## src/rtl/tl_ul_host_arbiter.sv

```systemverilog
// rtl/tl_ul_host_arbiter.sv - N-host to 1-device TileLink-UL A/D channel arbiter
// Round-robin A arbitration with burst/stall lock; D routed back by source base/mask.
module tl_ul_host_arbiter #(
    parameter int NumHosts    = 4,
    parameter int DataWidth   = 64,
    parameter int AddrWidth   = 56,
    parameter int SourceWidth = 4,
    parameter int SizeWidth   = 3,
    parameter logic [NumHosts*SourceWidth-1:0] SourceBase = '0,
    parameter logic [NumHosts*SourceWidth-1:0] SourceMask = '0
) (
    input  logic                               clk_i,
    input  logic                               rst_i,
    input  logic [NumHosts-1:0]                host_a_valid_i,
    output logic [NumHosts-1:0]                host_a_ready_o,
    input  logic [NumHosts*3-1:0]              host_a_opcode_i,
    input  logic [NumHosts*SizeWidth-1:0]      host_a_size_i,
    input  logic [NumHosts*SourceWidth-1:0]    host_a_source_i,
    input  logic [NumHosts*AddrWidth-1:0]      host_a_address_i,
    input  logic [NumHosts*DataWidth/8-1:0]    host_a_mask_i,
    input  logic [NumHosts*DataWidth-1:0]      host_a_data_i,
    output logic                               dev_a_valid_o,
    input  logic                               dev_a_ready_i,
    output logic [2:0]                         dev_a_opcode_o,
    output logic [SizeWidth-1:0]               dev_a_size_o,
    output logic [SourceWidth-1:0]             dev_a_source_o,
    output logic [AddrWidth-1:0]               dev_a_address_o,
    output logic [DataWidth/8-1:0]             dev_a_mask_o,
    output logic [DataWidth-1:0]               dev_a_data_o,
    input  logic                               dev_d_valid_i,
    output logic                               dev_d_ready_o,
    input  logic [2:0]                         dev_d_opcode_i,
    input  logic [SizeWidth-1:0]               dev_d_size_i,
    input  logic [SourceWidth-1:0]             dev_d_source_i,
    input  logic                               dev_d_denied_i,
    input  logic [DataWidth-1:0]               dev_d_data_i,
    output logic [NumHosts-1:0]                host_d_valid_o,
    input  logic [NumHosts-1:0]                host_d_ready_i,
    output logic [2:0]                         host_d_opcode_o,
    output logic [SizeWidth-1:0]               host_d_size_o,
    output logic [SourceWidth-1:0]             host_d_source_o,
    output logic                               host_d_denied_o,
    output logic [DataWidth-1:0]               host_d_data_o,
    output logic                               unroutable_o
);
    localparam int MaskWidth = DataWidth / 8;
    localparam int BytesLog  = $clog2(MaskWidth);
    localparam int PtrW      = (NumHosts > 1) ? $clog2(NumHosts) : 1;
    localparam int MaxShift  = (2**SizeWidth - 1) - BytesLog;
    localparam int CntW      = (MaxShift > 0) ? MaxShift : 1;

    logic [PtrW-1:0] r_rr_ptr;
    logic [PtrW-1:0] r_lock_idx;
    logic            r_locked;
    logic [CntW-1:0] r_beats_left;
    logic            r_unroutable;

    logic [PtrW-1:0] w_search_idx;
    logic [PtrW-1:0] w_idx;
    logic            w_found;
    logic [PtrW-1:0] w_grant;
    logic            w_any;
    logic            w_fire;
    logic            w_multi;
    logic [CntW-1:0] w_beats_m1;
    logic [PtrW-1:0] w_next_ptr;
    logic            w_d_hit;
    logic [PtrW-1:0] w_d_tgt;

    // Descending offset scan so the host closest to r_rr_ptr wins.
    always_comb begin
        w_found      = 1'b0;
        w_search_idx = r_rr_ptr;
        w_idx        = '0;
        for (int k = NumHosts - 1; k >= 0; k--) begin
            w_idx = PtrW'((int'(r_rr_ptr) + k) % NumHosts);
            if (host_a_valid_i[w_idx]) begin
                w_found      = 1'b1;
                w_search_idx = w_idx;
            end
        end
    end

    assign w_grant       = r_locked ? r_lock_idx : w_search_idx;
    assign w_any         = r_locked | w_found;
    assign dev_a_valid_o = !rst_i && w_any && host_a_valid_i[w_grant];
    assign w_fire        = dev_a_valid_o && dev_a_ready_i;
    assign w_next_ptr    = (w_grant == PtrW'(NumHosts - 1)) ? '0 : w_grant + PtrW'(1);

    always_comb begin
        dev_a_opcode_o  = '0;
        dev_a_size_o    = '0;
        dev_a_source_o  = '0;
        dev_a_address_o = '0;
        dev_a_mask_o    = '0;
        dev_a_data_o    = '0;
        host_a_ready_o  = '0;
        for (int i = 0; i < NumHosts; i++) begin
            if (PtrW'(i) == w_grant) begin
                dev_a_opcode_o  = host_a_opcode_i[i*3 +: 3];
                dev_a_size_o    = host_a_size_i[i*SizeWidth +: SizeWidth];
                dev_a_source_o  = host_a_source_i[i*SourceWidth +: SourceWidth];
                dev_a_address_o = host_a_address_i[i*AddrWidth +: AddrWidth];
                dev_a_mask_o    = host_a_mask_i[i*MaskWidth +: MaskWidth];
                dev_a_data_o    = host_a_data_i[i*DataWidth +: DataWidth];
                host_a_ready_o[i] = !rst_i && w_any && dev_a_ready_i;
            end
        end
    end

    // Only full/partial puts larger than one bus word span several beats.
    always_comb begin
        w_multi    = ((dev_a_opcode_o == 3'd0) || (dev_a_opcode_o == 3'd1)) &&
                     (int'(dev_a_size_o) > BytesLog);
        w_beats_m1 = '0;
        if (w_multi) begin
            w_beats_m1 = CntW'((1 << (int'(dev_a_size_o) - BytesLog)) - 1);
        end
    end

    always_ff @(posedge clk_i) begin
        if (rst_i) begin
            r_rr_ptr     <= '0;
            r_lock_idx   <= '0;
            r_locked     <= 1'b0;
            r_beats_left <= '0;
            r_unroutable <= 1'b0;
        end else begin
            r_unroutable <= dev_d_valid_i && !w_d_hit;
            if (w_fire) begin
                if (r_beats_left == '0) begin
                    r_rr_ptr <= w_next_ptr;
                    if (w_multi) begin
                        r_beats_left <= w_beats_m1;
                        r_locked     <= 1'b1;
                        r_lock_idx   <= w_grant;
                    end else begin
                        r_locked <= 1'b0;
                    end
                end else begin
                    r_beats_left <= r_beats_left - CntW'(1);
                    if (r_beats_left == CntW'(1)) begin
                        r_locked <= 1'b0;
                    end
                end
            end else if (dev_a_valid_o && !r_locked) begin
                r_locked   <= 1'b1;
                r_lock_idx <= w_grant;
            end
        end
    end

    // Lowest-index match wins when host source ranges overlap.
    always_comb begin
        w_d_hit = 1'b0;
        w_d_tgt = '0;
        for (int i = NumHosts - 1; i >= 0; i--) begin
            if ((dev_d_source_i & ~SourceMask[i*SourceWidth +: SourceWidth]) ==
                (SourceBase[i*SourceWidth +: SourceWidth] & ~SourceMask[i*SourceWidth +: SourceWidth])) begin
                w_d_hit = 1'b1;
                w_d_tgt = PtrW'(i);
            end
        end
    end

    always_comb begin
        host_d_valid_o = '0;
        for (int i = 0; i < NumHosts; i++) begin
            host_d_valid_o[i] = !rst_i && w_d_hit && (w_d_tgt == PtrW'(i)) && dev_d_valid_i;
        end
    end

    assign dev_d_ready_o   = !rst_i && (w_d_hit ? host_d_ready_i[w_d_tgt] : 1'b1);
    assign host_d_opcode_o = dev_d_opcode_i;
    assign host_d_size_o   = dev_d_size_i;
    assign host_d_source_o = dev_d_source_i;
    assign host_d_denied_o = dev_d_denied_i;
    assign host_d_data_o   = dev_d_data_i;
    assign unroutable_o    = r_unroutable && !rst_i;
endmodule

```

## config.mk

```make
export PLATFORM = sky130hd
export DESIGN_NAME = tl_ul_host_arbiter
export DESIGN_NICKNAME = d
export VERILOG_FILES = /design/src/rtl/tl_ul_host_arbiter.sv
export SDC_FILE = /design/constraint.sdc
export NUM_CORES = 1
export LEC_CHECK = 0
export BUFFER_PORTS_ARGS = -buffer_cell sky130_fd_sc_hd__buf_2
export CORE_AREA = 2 2 341 343
export CTS_CLUSTER_DIAMETER = 100
export DETAILED_ROUTE_END_ITERATION = 8
export DIE_AREA = 0 0 343 345
export SLEW_MARGIN = 20
export SYNTH_ARGS = -nofsm -noshare
export SYNTH_HDL_FRONTEND = slang
export SYNTH_SLANG_ARGS = --single-unit
```

## constraint.sdc

```tcl
create_clock -name clk_i -period 4.5 [get_ports clk_i]
set_input_delay 0.45 -clock clk_i [delete_from_list [all_inputs] [get_ports clk_i]]
set_output_delay 0.45 -clock clk_i [all_outputs]
set_load 0.02 [all_outputs]
```

==> flow_metrics.tcl <==
set metrics [dict create \
    routabilityCongestion 0.950 \
    post_cts_buffers 0 \
    drv_cap 0 \
    slew_viol_final 0 \
    core_sq_mm 0.115 \
    die_h_microns 345 \
    synth_cell_types 54 \
    cp_data_required_time_ns 4.05 \
    htreeDepth 1 \
    final_common_cell "buf_2" \
    area_delta_synth_final_pct 90.2 \
    leakage_uw 0.00465 \
    synth-async-reset-ratio_pct 0 \
    seq_area_sq_um 200 \
    clk_latency_ns 0.24 \
    grt_pass1_wl_microns 88800 \
    status "finished, final reports clean" \
    placed_cells_incl_taps 3076 \
    multi_input_area_sq_mm 0.00431 \
    wl_microns 72400 \
    drc 0 \
    critPathCaptureType "output port" \
    ys.flop_type "dfxtp_1" \
    grt_max_degree 103 \
    layout_min_cycle_time_ns 3.96 \
    antenna_found_initial 106 \
    clkSlewWorstSetupHoldPaths_ns 0.05 \
    mappedNetlistArea_sq_mm 0.00546 \
    design_area_sq_mm 0.0104 \
    worst_slew_pin_slew_ns 0.830 \
    grt-ovfl-total 0 \
    grt_use_total_pct 11.4 \
    vdd_drop_max_uv 252 \
    layoutNonFillerInstCount 3095 \
    portBuffers 714 \
    placed_area_sq_mm 0.0103 \
    clock_sinks 10 \
    vias 10300 \
    clock_path_buffers 2 \
    cts_root_buf "clkbuf_16" \
    timing.final.hold_violations 0 \
    ctsResizeCount 0 \
    cp_data_arrival_time_ns 3.51 \
    setup_viol 0 \
    crit_type "flop to output port" \
    path_max_fanout 20 \
    numCtsBuffers 3 \
    wl_per_cell_microns 23.4 \
    rows 125 \
    final_cell_mix "buf_2, nor2_1, a21oi_1, nand2_1, o21ai_0" \
    hold_class "flop to flop" \
    ys_warn_count 0 \
    drt-initial-drc-count 781 \
    drive_gt1_share_pct 48.3 \
    ctsHoldBuffers 0 \
    drtAntennaViolNets 0 \
    rsz0062_at_grt "no" \
    ys_seq_elements 10 \
    syn-mean-instance-area_sq_um 5.51 \
    syn_inst 991 \
    powerDensity_mw_per_mm2 570 \
    ios 863 \
    dieArea_sq_mm 0.118 \
    tns_ns 0 \
    grt_pass1_vias 8982 \
    die_w_microns 343 \
    pre_cts_ws_ns 0.429 \
    setup_slack_ns 0.540 \
    routed_via_density 3.31 \
    cp-start-kind "flop" \
    place_hpwl_microns 66900 \
    first_pass_iters 5 \
    layout.nets 2205 \
    synth-edff-count 0 \
    fill_cells 13800 \
    cts_tree "built" \
    yosysSeqAreaShare_pct 3.67 \
    max_freq_ghz 0.253 \
    min_period_over_period_pct 88.0 \
    initial_core_util_pct 4.74 \
    finalClockSkew_ns 0.00500 \
    max_slew_margin_pct 44.6 \
]
## critical path: stages (launching register included)
cell and delay (ns):
dfxtp_1 0.49, a21boi_2 0.09, a2111o_1 0.44, o311ai_4 0.16, ha_1 0.36, nor2b_4 0.37
buf_12 0.22, a22oi_1 0.19, nor2_1 0.47, a21oi_1 0.09, o21ai_0 0.16, buf_2 0.19
## worst paths after layout
kind | startpoint | to | slack (ns) | depth (start not counted)
max | r_rr_ptr[1] | dev_a_data_o[9] | 0.54 | 11
min | r_lock_idx[1] | r_lock_idx[1] | 0.47 | 2
max reg2reg | r_rr_ptr[1] | r_beats_left[2] | 0.56 | 16
min reg2reg | r_lock_idx[1] | r_lock_idx[1] | 0.47 | 2
## cell type report
type / instances / share of cell area [%]
inverters: 13 / 0.470
flip-flops and latches: 10 / 1.93
multi-input cells: 798 / 41.5
diodes: 15 / 0.362
repair buffers: 731 / 36.5
clock buffers: 4 / 0.856
well taps: 1524 / 18.4
## metrics by stage
step / power (uW) / utilization, % / hold slack (ns)
2_1_floorplan: 3450 / - / 0.447
3_3_place_gp: 5760 / 8.91 / 0.464
3_5_place_dp: 5810 / 8.91 / 0.473
4_1_cts: 6010 / 8.98 / 0.482
5_1_grt: 6480 / 9.00 / 0.491
6_report: 5920 / 9.02 / 0.475
## Yosys cell counts (6+ instances only)
master,n,area (sq um)
inv_1,13,48.8
nand3_1,6,30.0
o21ai_0,137,686
a21oi_1,145,726
a22oi_1,133,998
ha_1,9,113
buf_1,11,41.3
dfxtp_1,10,200
nand2_1,145,544
buf_4,78,586
clkbuf_1,77,289
nor2b_1,6,37.5
nor2_1,147,552
## power breakdown
| part | switching [uW] | internal [uW] |
|---|---|---|
| logic | 3900 | 1690 |
| clock network | 46.3 | 134 |
| registers | 31.7 | 113 |
| total | 3980 | 1940 |
## sequential cells by signal, indices dropped and copies added (netlist names)
signal,count
r_unroutable,1
r_lock_idx,2
r_beats_left,4
r_rr_ptr,2
r_locked,1
## metal layers
layer	up-vias	GRT usage [%]	part of all wire, %
met4	44	0.811	1.7
met2	885	18.7	44
met5	-	0	0.43
met3	170	6.89	15
met1	4542	13.2	38
li1	4612	-	-
## logic make-up after synthesis
| kind of cell | Yosys count | synth area share (%) |
|---|---|---|
| multiplexers | 8 | 1.74 |
| other | 1 | 0.0687 |
| AND/OR/NAND/NOR | 329 | 24.3 |
| adder cells (fa/ha/maj) | 9 | 2.06 |
| buffers and inverters | 185 | 18.3 |
| AO/OA/AOI/OAI | 449 | 49.9 |
| flip-flops | 10 | 3.67 |
Note: power is estimated with default switching activity, not from simulation.
